===== config.mk =====
export PLATFORM = sky130hd
export DESIGN_NAME = acq_sequencer
export DESIGN_NICKNAME = d
export VERILOG_FILES = /design/src/rtl/acq_pkg.sv /design/src/rtl/acq_watchdog.sv /design/src/rtl/acq_sequencer.sv
export SDC_FILE = /design/constraint.sdc
export NUM_CORES = 2
export LEC_CHECK = 0
export ABC_AREA = 1
export ABC_CLOCK_PERIOD_IN_PS = 10500
export CAP_MARGIN = 20
export CELL_PAD_IN_SITES_DETAIL_PLACEMENT = 0
export CELL_PAD_IN_SITES_GLOBAL_PLACEMENT = 1
export CORE_UTILIZATION = 45
export CTS_CLUSTER_SIZE = 24
export DETAILED_ROUTE_END_ITERATION = 16
export GPL_TIMING_DRIVEN = 1
export PLACE_DENSITY_LB_ADDON = 0.1
export SYNTH_ARGS = -nofsm -noshare
export SYNTH_HDL_FRONTEND = slang
export SYNTH_SLANG_ARGS = --single-unit
export TNS_END_PERCENT = 10

===== constraint.sdc =====
create_clock -name clk -period 10.5 [get_ports clk]
set_clock_uncertainty 0.05 [all_clocks]
set_input_delay 2.625 -clock clk [delete_from_list [all_inputs] [get_ports clk]]
set_output_delay 2.625 -clock clk [all_outputs]
set_load 0.01 [all_outputs]

===== src/rtl/acq_pkg.sv =====
// Shared types, default widths and the buffer-capacity arithmetic for the
// acquisition run sequencer.
package acq_pkg;

    typedef enum logic [2:0] {
        ST_IDLE,
        ST_CHECK,
        ST_ARM,
        ST_RUN,
        ST_FINISH
    } acq_state_t;

    localparam int CNT_W_DEF      = 24;
    localparam int ADDR_W_DEF     = 32;
    localparam int TMO_W_DEF      = 32;
    localparam int BYTES_PER_WORD = 4;
    localparam int BYTES_SHIFT    = $clog2(BYTES_PER_WORD);
    localparam int PROD_W         = 2 * CNT_W_DEF + 1;
    localparam int BYTES_W        = PROD_W + BYTES_SHIFT;

    // Total words a run will write: (samples-per-record) x (records), full width.
    function automatic logic [PROD_W-1:0] run_words(input logic [CNT_W_DEF-1:0] sample_cnt,
                                                    input logic [CNT_W_DEF-1:0] rep_cnt);
        logic [CNT_W_DEF:0] samples;
        samples = {1'b0, sample_cnt} + (CNT_W_DEF + 1)'(1);
        return PROD_W'(samples) * PROD_W'(rep_cnt);
    endfunction

    // True when the whole run fits in the capture buffer without truncation.
    function automatic logic fits_buffer(input logic [CNT_W_DEF-1:0] sample_cnt,
                                         input logic [CNT_W_DEF-1:0] rep_cnt,
                                         input logic [BYTES_W-1:0]   mem_bytes);
        logic [BYTES_W-1:0] bytes;
        bytes = BYTES_W'(run_words(sample_cnt, rep_cnt)) << BYTES_SHIFT;
        return bytes <= mem_bytes;
    endfunction

endpackage


===== src/rtl/acq_watchdog.sv =====
// Trigger watchdog: counts enabled cycles since the last clear and flags
// expiry on the cycle the count reaches the loaded limit (limit 0 = off).
module acq_watchdog
    import acq_pkg::*;
#(
    parameter int TMO_W = TMO_W_DEF
) (
    input  logic             clk,
    input  logic             rst,
    input  logic             load,
    input  logic [TMO_W-1:0] limit,
    input  logic             clear,
    input  logic             enable,
    output logic             expire
);

    logic [TMO_W-1:0] limit_q;
    logic [TMO_W-1:0] count;

    // Limit is captured once per run; the count restarts on load or clear.
    always_ff @(posedge clk or posedge rst) begin
        if (rst) begin
            limit_q <= '0;
            count   <= '0;
        end else if (load) begin
            limit_q <= limit;
            count   <= '0;
        end else if (clear) begin
            count <= '0;
        end else if (enable) begin
            count <= count + TMO_W'(1);
        end
    end

    assign expire = enable & ~clear & (limit_q != '0) & (count == limit_q - TMO_W'(1));

endmodule


===== src/rtl/acq_sequencer.sv =====
// Run-level controller for the two-channel capture engine: validates and
// latches settings, arms the engine, counts records and enforces a timeout.
module acq_sequencer
    import acq_pkg::*;
#(
    parameter int CNT_W     = CNT_W_DEF,
    parameter int ADDR_W    = ADDR_W_DEF,
    parameter int TMO_W     = TMO_W_DEF,
    parameter int MEM_BYTES = 65536
) (
    input  logic              clk,
    input  logic              rst,
    input  logic              start,
    input  logic              abort,
    input  logic [CNT_W-1:0]  cfg_sample_cnt,
    input  logic [CNT_W-1:0]  cfg_rep_cnt,
    input  logic [TMO_W-1:0]  cfg_timeout,
    input  logic              cap_write_enable,
    output logic [CNT_W-1:0]  cap_max_sample_cnt,
    output logic [CNT_W-1:0]  cap_max_repetition_cnt,
    output logic              cap_arm,
    output logic              cap_rst,
    output logic              busy,
    output logic              done,
    output logic              err_config,
    output logic              err_overflow,
    output logic              err_timeout,
    output logic              err_count,
    output logic [CNT_W-1:0]  records_done,
    output logic [ADDR_W-1:0] words_written
);

    acq_state_t        state, next_state;
    logic              we_prev;
    logic              aborted;
    logic [ADDR_W-1:0] exp_words;
    logic              accept, fall, rec_last;
    logic              wd_clear, wd_enable, wd_expire;
    logic              abort_run, set_config, set_overflow, set_timeout;

    assign fall      = we_prev & ~cap_write_enable;
    assign accept    = (state == ST_IDLE) & start & ~abort;
    assign rec_last  = fall & ((records_done + CNT_W'(1)) == cap_max_repetition_cnt);
    assign wd_clear  = (state == ST_ARM) | fall;
    assign wd_enable = (state == ST_RUN);
    assign cap_arm   = (state == ST_ARM);

    acq_watchdog #(.TMO_W(TMO_W)) u_watchdog (
        .clk    (clk),
        .rst    (rst),
        .load   (accept),
        .limit  (cfg_timeout),
        .clear  (wd_clear),
        .enable (wd_enable),
        .expire (wd_expire)
    );

    // State register.
    always_ff @(posedge clk or posedge rst) begin
        if (rst) state <= ST_IDLE;
        else     state <= next_state;
    end

    // Next-state decode and the one-shot events that feed the datapath.
    always_comb begin
        next_state   = state;
        abort_run    = 1'b0;
        set_config   = 1'b0;
        set_overflow = 1'b0;
        set_timeout  = 1'b0;
        case (state)
            ST_IDLE: begin
                if (accept) next_state = ST_CHECK;
            end
            ST_CHECK: begin
                if (abort) begin
                    abort_run  = 1'b1;
                    next_state = ST_FINISH;
                end else if (cap_max_repetition_cnt == '0) begin
                    set_config = 1'b1;
                    next_state = ST_FINISH;
                end else if (!fits_buffer(cap_max_sample_cnt, cap_max_repetition_cnt,
                                          BYTES_W'(MEM_BYTES))) begin
                    set_overflow = 1'b1;
                    next_state   = ST_FINISH;
                end else begin
                    next_state = ST_ARM;
                end
            end
            ST_ARM: begin
                if (abort) abort_run = 1'b1;
                next_state = abort ? ST_FINISH : ST_RUN;
            end
            ST_RUN: begin
                if (abort) begin
                    abort_run  = 1'b1;
                    next_state = ST_FINISH;
                end else if (rec_last) begin
                    next_state = ST_FINISH;
                end else if (wd_expire) begin
                    set_timeout = 1'b1;
                    next_state  = ST_FINISH;
                end
            end
            ST_FINISH: next_state = ST_IDLE;
            default:   next_state = ST_IDLE;
        endcase
    end

    // Latched config, run counters and sticky status flags.
    always_ff @(posedge clk or posedge rst) begin
        if (rst) begin
            we_prev                <= 1'b0;
            aborted                <= 1'b0;
            exp_words              <= '0;
            cap_max_sample_cnt     <= '0;
            cap_max_repetition_cnt <= '0;
            cap_rst                <= 1'b0;
            busy                   <= 1'b0;
            done                   <= 1'b0;
            err_config             <= 1'b0;
            err_overflow           <= 1'b0;
            err_timeout            <= 1'b0;
            err_count              <= 1'b0;
            records_done           <= '0;
            words_written          <= '0;
        end else begin
            we_prev <= cap_write_enable;
            cap_rst <= abort_run | set_timeout;
            if (accept) begin
                cap_max_sample_cnt     <= cfg_sample_cnt;
                cap_max_repetition_cnt <= cfg_rep_cnt;
                busy                   <= 1'b1;
                done                   <= 1'b0;
                err_config             <= 1'b0;
                err_overflow           <= 1'b0;
                err_timeout            <= 1'b0;
                err_count              <= 1'b0;
                records_done           <= '0;
                words_written          <= '0;
                aborted                <= 1'b0;
            end
            if (abort_run)    aborted      <= 1'b1;
            if (set_config)   err_config   <= 1'b1;
            if (set_overflow) err_overflow <= 1'b1;
            if (set_timeout)  err_timeout  <= 1'b1;
            if (state == ST_CHECK)
                exp_words <= ADDR_W'(run_words(cap_max_sample_cnt, cap_max_repetition_cnt));
            if (state == ST_RUN) begin
                if (cap_write_enable) words_written <= words_written + ADDR_W'(1);
                if (fall)             records_done  <= records_done + CNT_W'(1);
            end
            if (state == ST_FINISH) begin
                busy <= 1'b0;
                done <= 1'b1;
                if (!aborted && !err_config && !err_overflow && !err_timeout &&
                    (words_written != exp_words))
                    err_count <= 1'b1;
            end
        end
    end

endmodule

### Word level (Yosys, flattened, before mapping)

Cells that the tools add are included.
Widths: inputs -> output; s select.

* bitwise gates (word level): 12
* add/subtract/negate cells: 5
* $lt $le $gt $ge: 1
* equal/unequal tests: 9
* multiplexer cells: 42
* multiply operators: 1
* reduce and logical (&&, ||, !) cells: 19

Operators with widths (number)
* $mux 32: 6
* $mux 24: 3
* $add 32x1->32 const B: 2
* $le 51x17->1 const B: 1
* $mul 25x24->49: 1
* $eq 32x32->1: 1
* $ne 32x32->1: 1
* $reduce_bool 32->1: 1
* $sub 32x1->32 const B: 1
* $add 24x1->25 const B: 1
* $add 24x1->24 const B: 1
* $eq 24x24->1: 1
* $logic_not 24->1: 1
* $mux 1: 24
* $mux 3: 8
* $pmux 3 s4: 1
* $reduce_bool 2->1: 5
* $and 1x1->1: 7
* $eq 3x2->1 const B: 2
* $logic_and 1x1->1: 4
* $logic_not 1->1: 4
* $ne 4x4->1 const B: 1
* $eq 3x1->1 const B: 1
* $eq 3x3->1 const B: 1
* other kinds (7): 10

* output and inout port bits: 112
* word-level logic and storage cells: 106
* register bits after elaboration: 212
* bits of input ports: 85

### Depth between registers and ports, before layout

* depth after elaboration: 12
* gate-level depth with buffers: 47

### By module

From an unflattened synthesis, not the netlist that was laid out.

* cells, all modules: 4443
* area, all modules: 33168.1 um2

By module, submodules not included
* acq_sequencer: area an instance 28371.0 um2, seq. area each 3703.6 um2, cells an instance 3718, times used 1
* acq_watchdog: area an instance 4797.1 um2, seq. area each 1601.5 um2, cells an instance 725, times used 1

### Worst setup path before layout

No wires, ideal clock.

* kind: register to register
* start: register cap_max_sample_cnt[0]
* end: register err_overflow
* buffers on the path: 1
* clock period less this slack: 7.772 ns
* stages on the path, launching flop included: 45
* setup time: 0.121 ns
* slack: 2.728 ns
* arrival time: 7.601 ns
* cell sequence: dfrtp_1 -> ha_1 -> nand2_1 -> nor2_1 -> nand2_1 -> nor2_1 -> inv_1 -> nor2_1 -> inv_1 -> nor4_1 -> or2_2 -> nand2_1 -> inv_1 -> buf_2 -> nand2_1 -> fa_1 -> fa_1 -> fa_1 -> [9 not listed] -> ha_1 -> nand2_1 -> inv_1 -> nand2_1 -> inv_1 -> a21oi_1 -> nand2_1 -> nand2_1 -> nand2_1 -> nand2_1 -> nand2_1 -> nor2_1 -> nand2_1 -> nor2_1 -> nand3_1 -> nand2_1 -> nand2_1 -> a22o_1

* word-level cells in the longest chain between the ends: 8

RTL lines
* start, declared: line acq_sequencer.sv:19 `output logic [CNT_W-1:0] cap_max_sample_cnt,`
* start signal, assigned: line acq_sequencer.sv:131 `cap_max_sample_cnt <= cfg_sample_cnt;`
* $add 24x1->25 (*): line acq_pkg.sv:25 `samples = {1'b0, sample_cnt} + (CNT_W_DEF + 1)'(1);`
* $mul 25x24->49 (*)
* $le 51x17->1 (*): line acq_pkg.sv:35 `return bytes <= mem_bytes;`
* $mux 1 (*): line acq_sequencer.sv:82 `end else if (!fits_buffer(cap_max_sample_cnt, cap_max_repetition_cnt,`
* $mux 1 (*): line acq_sequencer.sv:79 `end else if (cap_max_repetition_cnt == '0) begin`
* $mux 1 (*): line acq_sequencer.sv:76 `if (abort) begin`
* $mux 1 (*): line acq_sequencer.sv:71 `case (state)`
* $mux 1 / $reduce_bool 2->1 (equally long branches)
* end signal, assigned: line acq_sequencer.sv:122 `err_overflow <= 1'b0;`
* end signal, assigned: line acq_sequencer.sv:136 `err_overflow <= 1'b0;`
* end signal, assigned: line acq_sequencer.sv:145 `if (set_overflow) err_overflow <= 1'b1;`
* end, declared: line acq_sequencer.sv:26 `output logic err_overflow,`

Every way passes the cells marked *; elsewhere a longest branch is shown, timed or not.
A chain may end at the register's enable or synchronous reset.

### Worst setup path after layout

Same ends and word-level chain as after synthesis.

==> summary.txt <==
status: finished clean
setup TNS: 0 ps
layout cells sized above 1: 0.0382
clk_lat worst skew: 590 ps
Yosys warning total: 0
met2 Usage GRT: 0.501
highest clock rate: 0.104 GHz
floorplan core area: 0.0720 mm²
clk sinks: 212
nets: 5352
largest net degree at the start of global routing: 112
Final HPWL DP: 89700 µm
Setup CP Type: flip-flop to flip-flop
Congestion Overflow GR: 0
first-pass GRT wire length: 177000 µm
worst hold margin: 427 ps
CTS tree: built
port bufs: 196
ys flop type: dfrtp_1
starting density of the core: 0.458
placed cell area: 0.0360 mm²
CTS root buf: clkbuf_16
gr busiest metal: met2
final worst slack: 881 ps
CP endpoint kind: flip-flop
Layout Cell Area excl Fill: 0.0370 mm²
Worst slew margin: 0.242
area of the multi-input gates: 0.0235 mm²
Post-Route WL: 113000 µm
H-tree levels: 1
cts repair resizes: 0
HP Class: flip-flop to flip-flop
vias: 29000
1st-pass router iterations: 6
post-synthesis sequential area ratio: 0.161
antenna-violating nets left: 0
Final min period: 9620 ps
Syn Area/Cell: 7.41 µm²
Setup crit end: err_overflow
die height: 273 µm
Tightest Pin Transition: 1130 ps
Worst R2R Path Depth: 39
wire length per cell: 20.3 µm
Layout fillers: 7278
row cnt: 98
final number of setup-violating endpoints: 0
mapped cell area: 0.0330 mm²
syn nets: 5219
Critical Path Fanout Max: 13
worst slack at placement: 927 ps
number of CTS-inserted buffers: 28
max cap viols: 0
share of the synthesized area in the top cell type: 0.306
Synth async-reset ratio: 1.00
CP Data Required Time: 10930 ps
GRT met1 Usage: 0.431
synthesis-stage register bit count: 212
slowest stage delay, CP: 620 ps
GPL Wtd Cong: 0.933
Crit-path slowest cell: inv_1
vias in the first global route: 29800
Die ar.: 0.0744 mm²
Distinct cells, synth: 59
first-iteration detailed-routing DRC count: 2303
synthesis-to-layout area growth: 12.1%
setup slack, reg-to-reg: 880 ps
Via density: 5.21
DRC violations left: 0
max-slew violation count: 0
antenna violations before repair: 1
cts hold-fix bufs: 0
met3 usage: 0.0631
CP Launch Type: flip-flop
cells after synthesis: 4449
I/O pin cnt: 197
Final Hold Viols: 0
unrepaired setup endpoints after global routing: false
Worst R2R End: err_overflow
RR Startpoint: cap_max_sample_cnt[0]
CTS max path bufs: 3
Worst-path clk slew: 60 ps
Critical path origin: cap_max_sample_cnt[0]
worst path arrival time: 10050 ps
die width: 273 µm
Post-CTS Setup Inserts: 0
total global-route track usage: 0.314
post-synth top area cell: fa_1
cell mode on critical path: nand2_1
Area contributors post-synth: fa_1 31%, dfrtp_1 16%, nand2_1 13%
sequential cell area: 0.00531 mm²
period utilization: 0.916
EDFF count, synth: 0
cell usage in the layout (no fill, tap or decap), types with 7 or more instances in the layout:
cell type	instances
o22ai_1	21
xor2_1	72
nor2_1	516
a21oi_1	66
clkdlybuf4s50_1	196
nor4_1	16
dfrtp_1	212
clkinv_1	12
nand2_1	1163
o21ai_0	132
clkbuf_16	28
nand4_1	63
ha_1	181
nor3_2	8
nand3_1	169
clkbuf_8	11
xnor2_1	47
nor2_2	13
inv_1	938
nor2_4	7
fa_1	504
buf_4	54
nand3b_1	9
or2_2	11
nor3_1	46
metrics by stage:
stage | utilization | std cells
2_1_floorplan | - | 4449
3_3_place_gp | 0.500 | 5501
3_5_place_dp | 0.500 | 5501
4_1_cts | 0.513 | 5553
5_1_grt | 0.514 | 5555
6_report | 0.514 | 5555
per-layer routing:
layer	part of all wire	wire [µm]	vias to the layer above
li1	-	-	13500
met1	0.43	48800	14200
met2	0.46	51400	1055
met3	0.082	9220	190
met4	0.030	3440	0
met5	0	0	-
registers in the layout, summed over array words and instances (netlist names):
register	flops
cap_max_repetition_cnt	24
busy	1
records_done	24
aborted	1
cap_rst	1
cap_max_sample_cnt	24
u_watchdog.count	32
done	1
err_count	1
state	3
err_timeout	1
words_written	32
u_watchdog.limit_q	32
we_prev	1
err_overflow	1
exp_words	32
err_config	1
logic make-up (layout without fill, tap and decap cells):
family                   count (synthesis)  in the layout  synth area share
AND/OR/NAND/NOR                       2054           2054             0.260
buffers and inverters                 1107           1262             0.127
adder cells (fa/ha/maj)                685            685             0.375
AO/OA/AOI/OAI                          270            270            0.0454
flip-flops                             212            212             0.161
XOR/XNOR                               119            119            0.0316
multiplexers                             2              2          0.000607
other                                    0              1                 0
critical path: cells and delay by family, from the launching register on:
family          cells  cell delay, ps
fa+ha+maj           9            4220
simple gates       22            3460
flops               1             380
buf+inv             6             910
compound gates      2             470
cell type report:
class                           count  area share
Tap cell                          950      0.0321
Clock inverter                     10     0.00305
Timing Repair Buffer              251      0.0648
Multi-Input combinational cell   3130       0.635
Antenna cell                        1   0.0000677
Clock buffer                       42      0.0233
Sequential cell                   212       0.143
Inverter                          959      0.0978
how the worst min path moves through the flow:
| stage | startpoint | to | slack, ps | depth (start not counted) |
|---|---|---|---|---|
| after floorplan | aborted | aborted | 390 | 2 |
| after global placement | aborted | aborted | 400 | 2 |
| after detailed placement | aborted | aborted | 410 | 2 |
| after CTS | aborted | aborted | 430 | 2 |
| after global routing | aborted | aborted | 460 | 2 |
| final | aborted | aborted | 430 | 2 |
cells in the mapped netlist (3+ instances only):
master,count
nand2_2,6
a21boi_0,3
clkbuf_1,134
nand2_1,1163
a31oi_1,6
a22oi_1,6
nand3_1,170
nor2_2,13
ha_1,181
xor2_1,72
o21ai_1,6
nand4_1,63
and2_1,4
buf_4,3
nand2_4,3
nand3b_1,9
nand3_2,5
nor2_1,516
o21bai_1,6
nor3_2,7
clkinv_1,12
nor4_1,16
o211ai_1,4
buf_2,8
or2_2,11
dfrtp_1,212
nor2_4,7
a21oi_1,66
o21ai_0,132
inv_1,940
inv_2,5
a21o_1,3
nor2_8,3
fa_1,504
xnor2_1,47
o22ai_1,21
nor3_1,47
Power is left out: the tool's default activity adds up to more than one toggle a clock period on the data nets, which glitch-free logic cannot reach.
